===== src/rtl/pc_sequencer.sv =====
// -----------------------------------------------------------------------------
// pc_sequencer
//   Program-counter control FSM. Every cycle it chooses between increment,
//   hold and load for the PC, and selects the load source. It handles
//   direct branches (target on OR2), register-indirect jumps (target in R0)
//   and returns whose target comes from data memory through a read
//   handshake. It also handles hazard stalls, halt, a DM timeout fault, and
//   the bubble cycles that follow every redirect.
//
//   The PC control outputs are decoded combinationally from the registered
//   state and the current inputs, so the PC register acts on the same edge.
//
// Parameters
//   FLUSH_CYCLES  number of cycles flush is held after a PC load (1..7)
//   DM_TIMEOUT    WAIT_DM cycles without dm_valid before FAULT (1..255)
//
// Ports
//   CLK        in   clock, all state updates on the rising edge
//   RST_N      in   synchronous reset, active-low
//   stall_in   in   hazard stall, hold PC this cycle
//   br_req     in   direct branch/jump decoded, target on OR2
//   br_taken   in   branch condition true (qualifies br_req)
//   jr_req     in   indirect jump, target in R0
//   ret_req    in   return, target read from data memory
//   dm_valid   in   data-memory read data valid on the DM bus
//   halt_in    in   HLT decoded, freeze PC until reset
//   I_PC       out  increment PC
//   L_PC       out  load PC from the selected source
//   S11, S10   out  source select: 11=R0, 10=DM, 01=OR2, 00=none
//   dm_rd_en   out  data-memory read request for the return address
//   flush      out  squash fetch/decode stage contents
//   halted     out  sequencer is in HALT
//   fault      out  DM handshake timed out (sticky until reset)
// -----------------------------------------------------------------------------
module pc_sequencer #(
  parameter int unsigned FLUSH_CYCLES = 2,
  parameter int unsigned DM_TIMEOUT   = 15
) (
  input  logic CLK,
  input  logic RST_N,
  input  logic stall_in,
  input  logic br_req,
  input  logic br_taken,
  input  logic jr_req,
  input  logic ret_req,
  input  logic dm_valid,
  input  logic halt_in,
  output logic I_PC,
  output logic L_PC,
  output logic S11,
  output logic S10,
  output logic dm_rd_en,
  output logic flush,
  output logic halted,
  output logic fault
);

  typedef enum logic [2:0] {
    RESET_HOLD = 3'd0,
    RUN        = 3'd1,
    WAIT_DM    = 3'd2,
    FLUSH      = 3'd3,
    HALT       = 3'd4,
    FAULT      = 3'd5
  } state_t;

  localparam logic [2:0] FLUSH_LEN = 3'(FLUSH_CYCLES);
  localparam logic [7:0] TMO_LEN   = 8'(DM_TIMEOUT);

  state_t     state;
  state_t     state_next;
  logic [2:0] flush_cnt;
  logic [2:0] flush_cnt_next;
  logic [7:0] tmo_cnt;
  logic [7:0] tmo_cnt_next;

  // Counters stop at their maximum rather than wrapping back to zero.
  function automatic logic [2:0] sat_inc3(input logic [2:0] v);
    return (v == 3'd7) ? v : v + 3'd1;
  endfunction

  function automatic logic [7:0] sat_inc8(input logic [7:0] v);
    return (v == 8'hFF) ? v : v + 8'h01;
  endfunction

  // State and counter registers
  always_ff @(posedge CLK) begin
    if (!RST_N) begin
      state     <= RESET_HOLD;
      flush_cnt <= 3'd0;
      tmo_cnt   <= 8'd0;
    end else begin
      state     <= state_next;
      flush_cnt <= flush_cnt_next;
      tmo_cnt   <= tmo_cnt_next;
    end
  end

  // Next-state and output decode
  always_comb begin
    state_next     = state;
    flush_cnt_next = flush_cnt;
    tmo_cnt_next   = tmo_cnt;
    I_PC           = 1'b0;
    L_PC           = 1'b0;
    S11            = 1'b0;
    S10            = 1'b0;
    dm_rd_en       = 1'b0;
    flush          = 1'b0;
    halted         = 1'b0;
    fault          = 1'b0;

    unique case (state)
      RESET_HOLD: begin
        flush_cnt_next = 3'd0;
        tmo_cnt_next   = 8'd0;
        state_next     = RUN;
      end

      RUN: begin
        // Fixed priority: halt > return > indirect jump > taken branch > stall.
        // An untaken branch is not a request and falls through.
        if (halt_in) begin
          state_next = HALT;
        end else if (ret_req) begin
          dm_rd_en     = 1'b1;
          S11          = 1'b1;
          tmo_cnt_next = 8'd0;
          if (dm_valid) begin
            L_PC           = 1'b1;
            flush_cnt_next = 3'd0;
            state_next     = FLUSH;
          end else begin
            state_next = WAIT_DM;
          end
        end else if (jr_req) begin
          L_PC           = 1'b1;
          S11            = 1'b1;
          S10            = 1'b1;
          flush_cnt_next = 3'd0;
          state_next     = FLUSH;
        end else if (br_req && br_taken) begin
          L_PC           = 1'b1;
          S10            = 1'b1;
          flush_cnt_next = 3'd0;
          state_next     = FLUSH;
        end else begin
          I_PC = !stall_in;
        end
      end

      WAIT_DM: begin
        // The DM source stays selected while waiting so the PC mux is
        // already pointing at the bus when the data arrives.
        dm_rd_en = 1'b1;
        S11      = 1'b1;
        if (dm_valid) begin
          L_PC           = 1'b1;
          flush_cnt_next = 3'd0;
          state_next     = FLUSH;
        end else begin
          tmo_cnt_next = sat_inc8(tmo_cnt);
          if (tmo_cnt_next == TMO_LEN) begin
            state_next = FAULT;
          end
        end
      end

      FLUSH: begin
        // Redirect requests are squashed along with the wrong-path
        // instructions; only a stall can still hold the PC.
        flush          = 1'b1;
        I_PC           = !stall_in;
        flush_cnt_next = sat_inc3(flush_cnt);
        if (flush_cnt_next == FLUSH_LEN) begin
          state_next = RUN;
        end
      end

      HALT: begin
        halted = 1'b1;
      end

      FAULT: begin
        fault = 1'b1;
      end

      default: begin
        state_next = RESET_HOLD;
      end
    endcase
  end

endmodule


===== config.mk =====
export PLATFORM = sky130hd
export DESIGN_NAME = pc_sequencer
export DESIGN_NICKNAME = d
export VERILOG_FILES = /design/src/rtl/pc_sequencer.sv
export SDC_FILE = /design/constraint.sdc
export NUM_CORES = 1
export LEC_CHECK = 0
export CORE_MARGIN = 1.5
export CORE_UTILIZATION = 56
export CTS_CLUSTER_DIAMETER = 150
export DETAILED_ROUTE_END_ITERATION = 7
export GPL_TIMING_DRIVEN = 0
export HOLD_SLACK_MARGIN = 0.02
export PLACE_DENSITY = 0.9
export RECOVER_POWER = 25
export SYNTH_ARGS = -nofsm -noshare
export SYNTH_HDL_FRONTEND = slang
export SYNTH_SLANG_ARGS = --single-unit
export TNS_END_PERCENT = 5

===== constraint.sdc =====
create_clock -name CLK -period 3.4 [get_ports CLK]
set_input_delay 0.34 -clock CLK [delete_from_list [all_inputs] [get_ports CLK]]
set_output_delay 0.34 -clock CLK [all_outputs]
set_load 0.005 [all_outputs]

==> results of run 1 <==
sequential cells by signal, summed over array words and instances (netlist names):
signal / flops
tmo_cnt: 8
flush_cnt: 3
state: 3
per-stage QoR:
stage	hold WS (ns)	util (%)	std cells	area, um^2
finish	0.472	72.6	178	1250
global route	0.507	72.6	178	1250
CTS	0.475	72.6	178	1250
detailed placement	0.486	70.5	174	1220
global placement	0.483	70.5	174	1220
floorplan	0.457	-	134	1040
worst min-delay path by stage:
stage | endpoint | start | depth (start not counted)
finish | flush_cnt[1] | RST_N | 3
floorplan | flush_cnt[0] | flush_cnt[0] | 1
CTS | flush_cnt[1] | RST_N | 3
global route | tmo_cnt[2] | RST_N | 2
detailed placement | flush_cnt[0] | flush_cnt[0] | 1
global placement | flush_cnt[0] | flush_cnt[0] | 1
synth_stat cells, types with 2 or more instances:
cell	instances
nor2b_1	3
nand3_1	9
o221a_2	3
a31oi_1	6
nand2b_1	3
dfxtp_1	14
or4b_1	2
inv_1	5
nand4b_1	2
a21oi_1	18
clkbuf_1	3
a211oi_1	2
or2_2	2
nand4_1	2
nor3_1	2
ha_1	3
buf_2	6
nor4_1	2
o21ai_0	4
nand2_1	8
o211ai_1	3
nor3b_1	7
o31a_1	2
nor2_1	7
power groups by stage:
stage	sequential [mW]	combinational [mW]	clock, mW
floorplan	0.186	0.132	0
CTS	0.186	0.204	0.122
global route	0.188	0.224	0.129
detailed placement	0.190	0.204	0
global placement	0.189	0.196	0
finish	0.186	0.205	0.120
cells by family after synthesis:
logic type | share of synthesized area, %
buf+inv | 5.80
flops | 27.1
simple gates | 33.2
xor+xnor | 0.846
compound gates | 28.5
fa+ha+maj | 3.62
mux | 0.966
placed cells by master, fill, tap and decap left out, types with 3 or more instances in the layout:
cell type	n
a21oi_1	18
a31oi_1	6
buf_2	6
clkbuf_1	3
clkbuf_4	3
clkdlybuf4s50_1	14
dfxtp_1	14
ha_1	3
inv_1	5
nand2_1	8
nand2b_1	3
nand3_1	9
nor2_1	7
nor2b_1	3
nor3b_1	7
o211ai_1	3
o21ai_0	4
o221a_2	3
worst max-delay path: stages:
cell and delay, ns:
dlygate4sd3_1 0.63, a211oi_1 0.57, a21oi_1 0.16, nor3_1 0.17, clkdlybuf4s50_1 0.53
layout make-up:
type	instances	area, um^2
inverter	5	18.8
timing repair buffer	15	150
sequential	14	280
tap	25	31.3
multi-input combinational	106	696
clock buffer	4	36.3
fill	144	473
buffer	9	41.3
layer usage:
metal / up-vias / share of wire [%]
met3: 4 / 6.7
met1: 530 / 46
met4: 0 / 0.93
li1: 558 / -
met2: 39 / 47
met5: - / 0
==> flow_summary_export.csv, run 1 <==
group,metric,value,unit
floorplanning,design.core.area,0.00173,mm^2
critical_path,critical_path_class,"in2out",
timing,period_share,80.5,%
final_layout,final_nets,166,
power,cellPowerDensity,408,mW/mm^2
clock_tree,cts-hold-fix-buffers,0,
yosys,synth-seq-cells,14,
power,p_leak,0.468,nW
floorplanning,rows,15,
route,drtIter0Drc,46,
yosys,syn_avg_cell_area,7.73,um^2
yosys,synth_warnings,0,
route,vias,1131,
critical_path,cp.required,3.06,ns
place,routabilityCongestion,0.847,
route,post_drt_wl_per_cell,14.5,um
timing,fin_crit,2.74,ns
timing,worst_pin_slew,0.671,ns
final_layout,syn_to_final_growth,21.0,%
timing,slew_headroom,55.0,%
route,ant_nets,0,
yosys,synthArstFlopShare,0,%
timing,slew_violations,0,
clock_tree,cts_buffers,3,
floorplanning,die-area,0.00212,mm^2
critical_path,cp-startpoint,"ret_req",
clock_tree,htree_levels,1,
yosys,yosys.cell_types.count,40,
timing,fmax,0.366,GHz
clock_tree,clk_pin_slew_worst_paths,0.08,ns
place,io_buffers,15,
grt,grt_pass1_vias,942,
timing,setup_viol,0,
critical_path,r2r_cells,5,
critical_path,rr_endpoint,"state[1]",
yosys,synth_area_leaders,"dfxtp_1 (27%), a21oi_1 (8.7%), nor3b_1 (5.1%), nand3_1 (4.3%), a31oi_1 (3.6%)",
place,post-place-ws,0.813,ns
grt,track_usage,27.1,%
clock_tree,clock-sinks,14,
floorplanning,die_w,46.0,um
timing,tns,0,ns
clock_tree,cts_tree,"built",
critical_path,reg2reg_from,"tmo_cnt[0]",
grt,gr-total-overflow,0,
grt,met1_usage,38.8,%
critical_path,worst_setup_path_start_kind,"input port",
route,firstDrtPassIters,4,
yosys,synth_top_area_share,27.1,%
clock_tree,root_buffer,"clkbuf_4",
route,drcViolationCount,0,
floorplanning,start_util,60.0,%
timing,rsz0062_at_grt,"no",
grt,antenna_found_initial,0,
timing,final.setup_skew,0.00807,ns
clock_tree,cts_setup_buffers,0,
critical_path,cp.arrival,2.40,ns
final_layout,diodes,0,
power,swShare,35.2,%
final_layout,drive_gt1_share,11.8,%
clock_tree,clockBufferDepth,2,
power,clockPowerShare,23.5,%
yosys,synth-edff-count,0,
clock_tree,cts_resized,0,
run_status,status,"finished, final reports clean",
power,comb_power_share,40.1,%
min_path,hold_class,"in2reg",
place,dp_hpwl,1930,um
critical_path,critical_path.max_fanout,7,
yosys,syn_inst,134,
power,p_total,0.511,mW
yosys,netlist_area,0.00104,mm^2
critical_path,crit_path_end,"I_PC",
yosys,yosysSeqAreaShare,27.1,%
timing,fin_ws,0.664,ns
critical_path,regToRegSetupSlack,1.59,ns
grt,met2_usage,41.1,%
floorplanning,die_h,46.0,um
power,intPower,0.331,mW
grt,grt_max_degree,11,
yosys,synth_top_cell_by_area,"dfxtp_1",
route,finalWirelength,2590,um
grt,grt_pass1_wl,4150,um
clock_tree,insertion_delay,0.28,ns
grt,use_met3,5.95,%
power,pwr-share-seq,36.4,%
route,via_per_inst,6.35,
yosys,syn-num-nets,146,
power,p_sw,0.180,mW
yosys,synthFlopType,"dfxtp_1",
floorplanning,ios,17,
power,worst_ir_drop_vdd,427,uV
grt,top_usage_layer,"met2",
flow_run,maxCapViolCount,0,
critical_path,cp-end-kind,"output pin",
timing,hold_viol,0,
Power figures use the tool's default switching activity.
==> inputs of run 2 (changes only) <==
--- a/config.mk
+++ b/config.mk
@@ -6,12 +6,12 @@
 export NUM_CORES = 1
 export LEC_CHECK = 0
 export CORE_MARGIN = 1.5
-export CORE_UTILIZATION = 56
+export CORE_UTILIZATION = 52
 export CTS_CLUSTER_DIAMETER = 150
 export DETAILED_ROUTE_END_ITERATION = 7
 export GPL_TIMING_DRIVEN = 0
 export HOLD_SLACK_MARGIN = 0.02
-export PLACE_DENSITY = 0.9
+export PLACE_DENSITY = 0.85
 export RECOVER_POWER = 25
 export SYNTH_ARGS = -nofsm -noshare
 export SYNTH_HDL_FRONTEND = slang
==> constraint.sdc (replaced) <==
create_clock -name CLK -period 2.85 [get_ports CLK]
set_input_delay 0.285 -clock CLK [delete_from_list [all_inputs] [get_ports CLK]]
set_output_delay 0.285 -clock CLK [all_outputs]
set_load 0.005 [all_outputs]
==> run 2 against run 1 <==
Effect of this change: highest routed layer unchanged; sequential share of layout area about the same; setup slack worse by 0.31 ns; hold slack worse by 0.062 ns; critical path depth unchanged; global-route usage down 0.44 points.
==> flow_summary_export.csv, run 2 (synthesis results as in run 1) <==
group,metric,value,unit
critical_path,cp.arrival,2.21,ns
final_layout,final_nets,166,
timing,fmax,0.401,GHz
final_layout,top_register,"tmo_cnt",
route,firstDrtPassIters,4,
route,drtIter0Drc,26,
clock_tree,insertion_delay,0.29,ns
clock_tree,cts_resized,0,
floorplanning,design.core.area,0.00180,mm^2
grt,grt_pass1_vias,982,
floorplanning,rows,15,
route,wl_met1,1170,um
critical_path,critical_path_class,"in2out",
route,finalWirelength,2600,um
min_path,hold_class,"in2reg",
timing,tns,0,ns
min_path,holdPathEnd,"flush_cnt[2]",
final_layout,diodes,0,
clock_tree,cts_buffers,3,
floorplanning,start_util,57.5,%
grt,track_usage,26.6,%
final_layout,largestRegisters,"tmo_cnt x8, flush_cnt x3, state x3",
timing,rsz0062_at_grt,"no",
floorplanning,die_h,47.6,um
clock_tree,clk_pin_slew_worst_paths,0.09,ns
power,worst_ir_drop_vdd,449,uV
clock_tree,cts_setup_buffers,0,
floorplanning,ios,17,
floorplanning,die-area,0.00227,mm^2
critical_path,reg2reg_from,"tmo_cnt[0]",
place,routabilityCongestion,0.965,
final_layout,final.fill_count,159,
timing,slew_headroom,52.7,%
critical_path,r2r_cells,5,
clock_tree,htree_levels,1,
route,post_drt_wl_per_cell,14.6,um
timing,period_share,87.5,%
final_layout,largest_register_ff_count,8,
grt,antenna_found_initial,0,
run_status,status,"finished, final reports clean",
clock_tree,clock-sinks,14,
route,wl_met3,152,um
clock_tree,cts-hold-fix-buffers,0,
timing,worst_pin_slew,0.708,ns
timing,final.setup_skew,0.00447,ns
clock_tree,cts_tree,"built",
route,via_per_inst,6.24,
route,topRoutingLayerUsed,"met4",
critical_path,critical_path.max_fanout,7,
final_layout,layout_commonest_cell,"a21oi_1",
final_layout,final_cell_mix,"a21oi_1 (18), dfxtp_1 (14), clkdlybuf4s50_1 (14)",
route,ant_nets,0,
final_layout,fin_util,69.5,%
min_path,hold_start,"RST_N",
grt,gr-total-overflow,0,
timing,setup_viol,0,
route,wl_met2,1230,um
power,p_leak,0.466,nW
floorplanning,die_w,47.6,um
power,cellPowerDensity,497,mW/mm^2
critical_path,cp-end-kind,"output pin",
critical_path,cp.required,2.57,ns
route,vias,1111,
place,io_buffers,15,
clock_tree,clockBufferDepth,2,
critical_path,worst_setup_path_start_kind,"input port",
final_layout,drive_gt1_share,11.1,%
critical_path,rr_endpoint,"state[1]",
grt,grt_pass1_wl,4280,um
place,dp_hpwl,1850,um
min_path,holdPathStages,3,
route,drcViolationCount,0,
flow_run,maxCapViolCount,0,
clock_tree,root_buffer,"clkbuf_4",
critical_path,regToRegSetupSlack,1.00,ns
timing,hold_viol,0,
final_layout,syn_to_final_growth,20.9,%
timing,fin_crit,2.49,ns
timing,slew_violations,0,
grt,grt_max_degree,11,
## run 2: layer usage
metal / up-vias / GRT usage, %
li1: 553 / -
met4: 0 / 9.19
met1: 511 / 31.4
met3: 6 / 8.30
met2: 41 / 45.7
met5: - / 0
## run 2: cell type report
cell class | count | area, um^2 | share of cell area [%]
Multi-Input combinational cell | 106 | 696 | 55.5
Sequential cell | 14 | 280 | 22.4
Timing Repair Buffer | 15 | 150 | 12.0
Buffer | 9 | 40.0 | 3.20
Clock buffer | 4 | 36.3 | 2.90
Tap cell | 25 | 31.3 | 2.50
Inverter | 5 | 18.8 | 1.50
## run 2: stage by stage
step                      total power, mW  cell area, um^2  setup WS, ns  hold WS, ns  std cells
final                               0.622             1250         0.357        0.410        178
after global routing                0.659             1250         0.238        0.418        178
after CTS                           0.616             1250         0.385        0.418        178
after detailed placement            0.467             1220         0.396        0.489        174
after global placement              0.463             1220         0.435        0.489        174
after floorplan                     0.380             1040          1.21        0.457        134
## run 2: how the worst max path moves through the flow
stage	startpoint	end	slack (ns)	cells past startpoint
finish	ret_req	I_PC	0.36	5
CTS	ret_req	I_PC	0.38	5
detailed placement	ret_req	I_PC	0.40	5
global route	ret_req	I_PC	0.24	5
floorplan	tmo_cnt[0]	state[1]	1.21	5
global placement	ret_req	I_PC	0.43	5
## run 2: power breakdown
| group | total [mW] | internal [mW] | switching, mW |
|---|---|---|---|
| logic | 0.249 | 0.108 | 0.140 |
| clock network | 0.151 | 0.0779 | 0.0728 |
| registers | 0.223 | 0.209 | 0.0141 |
| total | 0.622 | 0.395 | 0.227 |
## run 2: worst max-delay path, stage by stage
cell,delay [ns]
clkdlybuf4s50_1,0.51
a211oi_1,0.57
a21oi_1,0.15
nor3_1,0.16
clkdlybuf4s50_1,0.53
==> inputs of run 3 (changes only) <==
--- a/config.mk
+++ b/config.mk
@@ -6,13 +6,16 @@
 export NUM_CORES = 1
 export LEC_CHECK = 0
 export CORE_MARGIN = 1.5
-export CORE_UTILIZATION = 52
+export CORE_UTILIZATION = 60
 export CTS_CLUSTER_DIAMETER = 150
 export DETAILED_ROUTE_END_ITERATION = 7
+export DONT_BUFFER_PORTS = 1
 export GPL_TIMING_DRIVEN = 0
 export HOLD_SLACK_MARGIN = 0.02
-export PLACE_DENSITY = 0.85
+export PLACE_DENSITY = 0.83
 export RECOVER_POWER = 25
+export SKIP_LAST_GASP = 1
+export SLEW_MARGIN = 20
 export SYNTH_ARGS = -nofsm -noshare
 export SYNTH_HDL_FRONTEND = slang
 export SYNTH_SLANG_ARGS = --single-unit
==> run 3 against run 2 <==
Effect of this change: the run now ends with DRC left; clock-buffer cell count is the same; core utilization increased by 0.47 points; flip-flop and latch count stayed put; critical path type is now reg2out; largest cell class unchanged; highest routed layer unchanged.
==> flow_summary_export.csv, run 3 (synthesis results as in run 1) <==
group,metric,value,unit
timing,fin_crit,1.89,ns
clock_tree,root_buffer,"clkbuf_4",
grt,track_usage,27.2,%
critical_path,critical_path.max_fanout,10,
run_status,violations,"DRC",
clock_tree,clockBufferDepth,2,
critical_path,cp_slowest_stage_delay,0.38,ns
place,dp_hpwl,1720,um
critical_path,path_buf_inv,1,
critical_path,cp.required,2.57,ns
final_layout,largestRegisters,"tmo_cnt x8, flush_cnt x3, state x3",
flow_run,maxCapViolCount,0,
final_layout,final_nets,151,
critical_path,path_cells,"clkbuf_1 -> nor2b_1 -> nand2_1 -> a21oi_1",
clock_tree,clock-sinks,14,
clock_tree,cts_buffers,3,
power,cellPowerDensity,512,mW/mm^2
power,p_leak,0.408,nW
timing,hold_viol,0,
route,drcViolationCount,1,
final_layout,syn_to_final_growth,5.31,%
place,routabilityCongestion,0.840,
clock_tree,cts_tree,"built",
floorplanning,start_util,66.5,%
final_layout,layout_commonest_cell,"a21oi_1",
floorplanning,rows,14,
timing,worst_pin_slew,0.677,ns
floorplanning,ios,17,
critical_path,critical_path_class,"reg2out",
route,ant_nets,0,
final_layout,design_area,0.00109,mm^2
place,io_buffers,0,
route,finalWirelength,2390,um
final_layout,diodes,0,
grt,grt_max_degree,11,
grt,antenna_found_initial,0,
route,drtIter0Drc,29,
final_layout,final.fill_count,131,
timing,setup_viol,0,
clock_tree,clk_pin_slew_worst_paths,0.08,ns
floorplanning,die-area,0.00199,mm^2
clock_tree,cts_setup_buffers,0,
min_path,hold_class,"in2reg",
route,vias,1050,
timing,slew_headroom,54.6,%
floorplanning,design.core.area,0.00156,mm^2
critical_path,slowest_stage,"dfxtp_1",
critical_path,cp_top_family,"simple AND/OR/NAND/NOR gates",
critical_path,worst_setup_path_start_kind,"flop",
final_layout,top_register,"tmo_cnt",
clock_tree,insertion_delay,0.29,ns
final_layout,largest_register_ff_count,8,
grt,grt_pass1_wl,4060,um
route,firstDrtPassIters,6,
timing,final.setup_skew,0.000806,ns
timing,slew_violations,0,
clock_tree,htree_levels,1,
clock_tree,cts_resized,0,
critical_path,cp.arrival,1.61,ns
route,via_per_inst,6.82,
floorplanning,die_h,44.6,um
power,worst_ir_drop_vdd,388,uV
clock_tree,cts-hold-fix-buffers,0,
timing,period_share,66.3,%
timing,fmax,0.529,GHz
critical_path,cp-end-kind,"output pin",
place,place_area,0.00106,mm^2
floorplanning,die_w,44.6,um
route,post_drt_wl_per_cell,15.5,um
run_status,status,"finished with violations",
grt,gr-total-overflow,0,
grt,grt_pass1_vias,906,
final_layout,drive_gt1_share,12.3,%
timing,rsz0062_at_grt,"no",
timing,tns,0,ns
final_layout,final_cell_mix,"a21oi_1 (18), dfxtp_1 (14), nand3_1 (9)",
## run 3: cell types whose count changed in the layout (fill, tap and decap cells not counted)
cell,change
clkdlybuf4s50_1,-14
dlygate4sd3_1,-1
## run 3: path summary, 6_finish.rpt
check,start,endpoint,slack (ns),cells past startpoint
setup / recovery,state[1],L_PC,0.96,4
setup reg to reg,tmo_cnt[0],state[1],1.00,5
hold / removal,dm_valid,flush_cnt[1],0.30,2
hold reg to reg,flush_cnt[0],flush_cnt[0],0.52,1
## run 3: per-stage QoR
stage / hold slack, ns / worst slack (ns) / total power, mW / instances / util, %
5_1_grt: 0.308 / 0.826 / 0.594 / 154 / 70.0
2_1_floorplan: 0.457 / 1.21 / 0.380 / 134 / -
3_3_place_gp: 0.486 / 1.09 / 0.412 / 150 / 67.7
4_1_cts: 0.297 / 1.01 / 0.558 / 154 / 70.1
3_5_place_dp: 0.499 / 1.04 / 0.416 / 150 / 67.7
6_report: 0.295 / 0.960 / 0.559 / 154 / 70.0
## run 3: cell type report
type	count	area (um^2)	share of cell area, %
tap	16	20.0	1.83
clock buffer	4	36.3	3.33
buffer	9	40.0	3.67
multi-input combinational	106	696	63.8
sequential	14	280	25.7
inverter	5	18.8	1.72
## run 3: per-layer routing
metal | share of wire (%) | vias to the layer above | track usage, %
met4 | 0.54 | 0 | 5.45
li1 | - | 522 | -
met3 | 4.6 | 2 | 7.35
met2 | 47 | 25 | 42.6
met5 | 0 | - | 0
met1 | 48 | 501 | 37.5
## run 3: where the power goes
group	internal, mW	switching, mW
sequential	0.209	0.0130
combinational	0.0707	0.121
clock	0.0779	0.0678
total	0.357	0.202
## run 3: worst register-to-register path: cells and delay by family, from the launching register on
family | cells | cell delay, ns
DFF | 1 | 0.42
AOI/OAI and AO/OA | 2 | 0.57
and+or+nand+nor | 2 | 0.43
adders and majority gates | 1 | 0.34
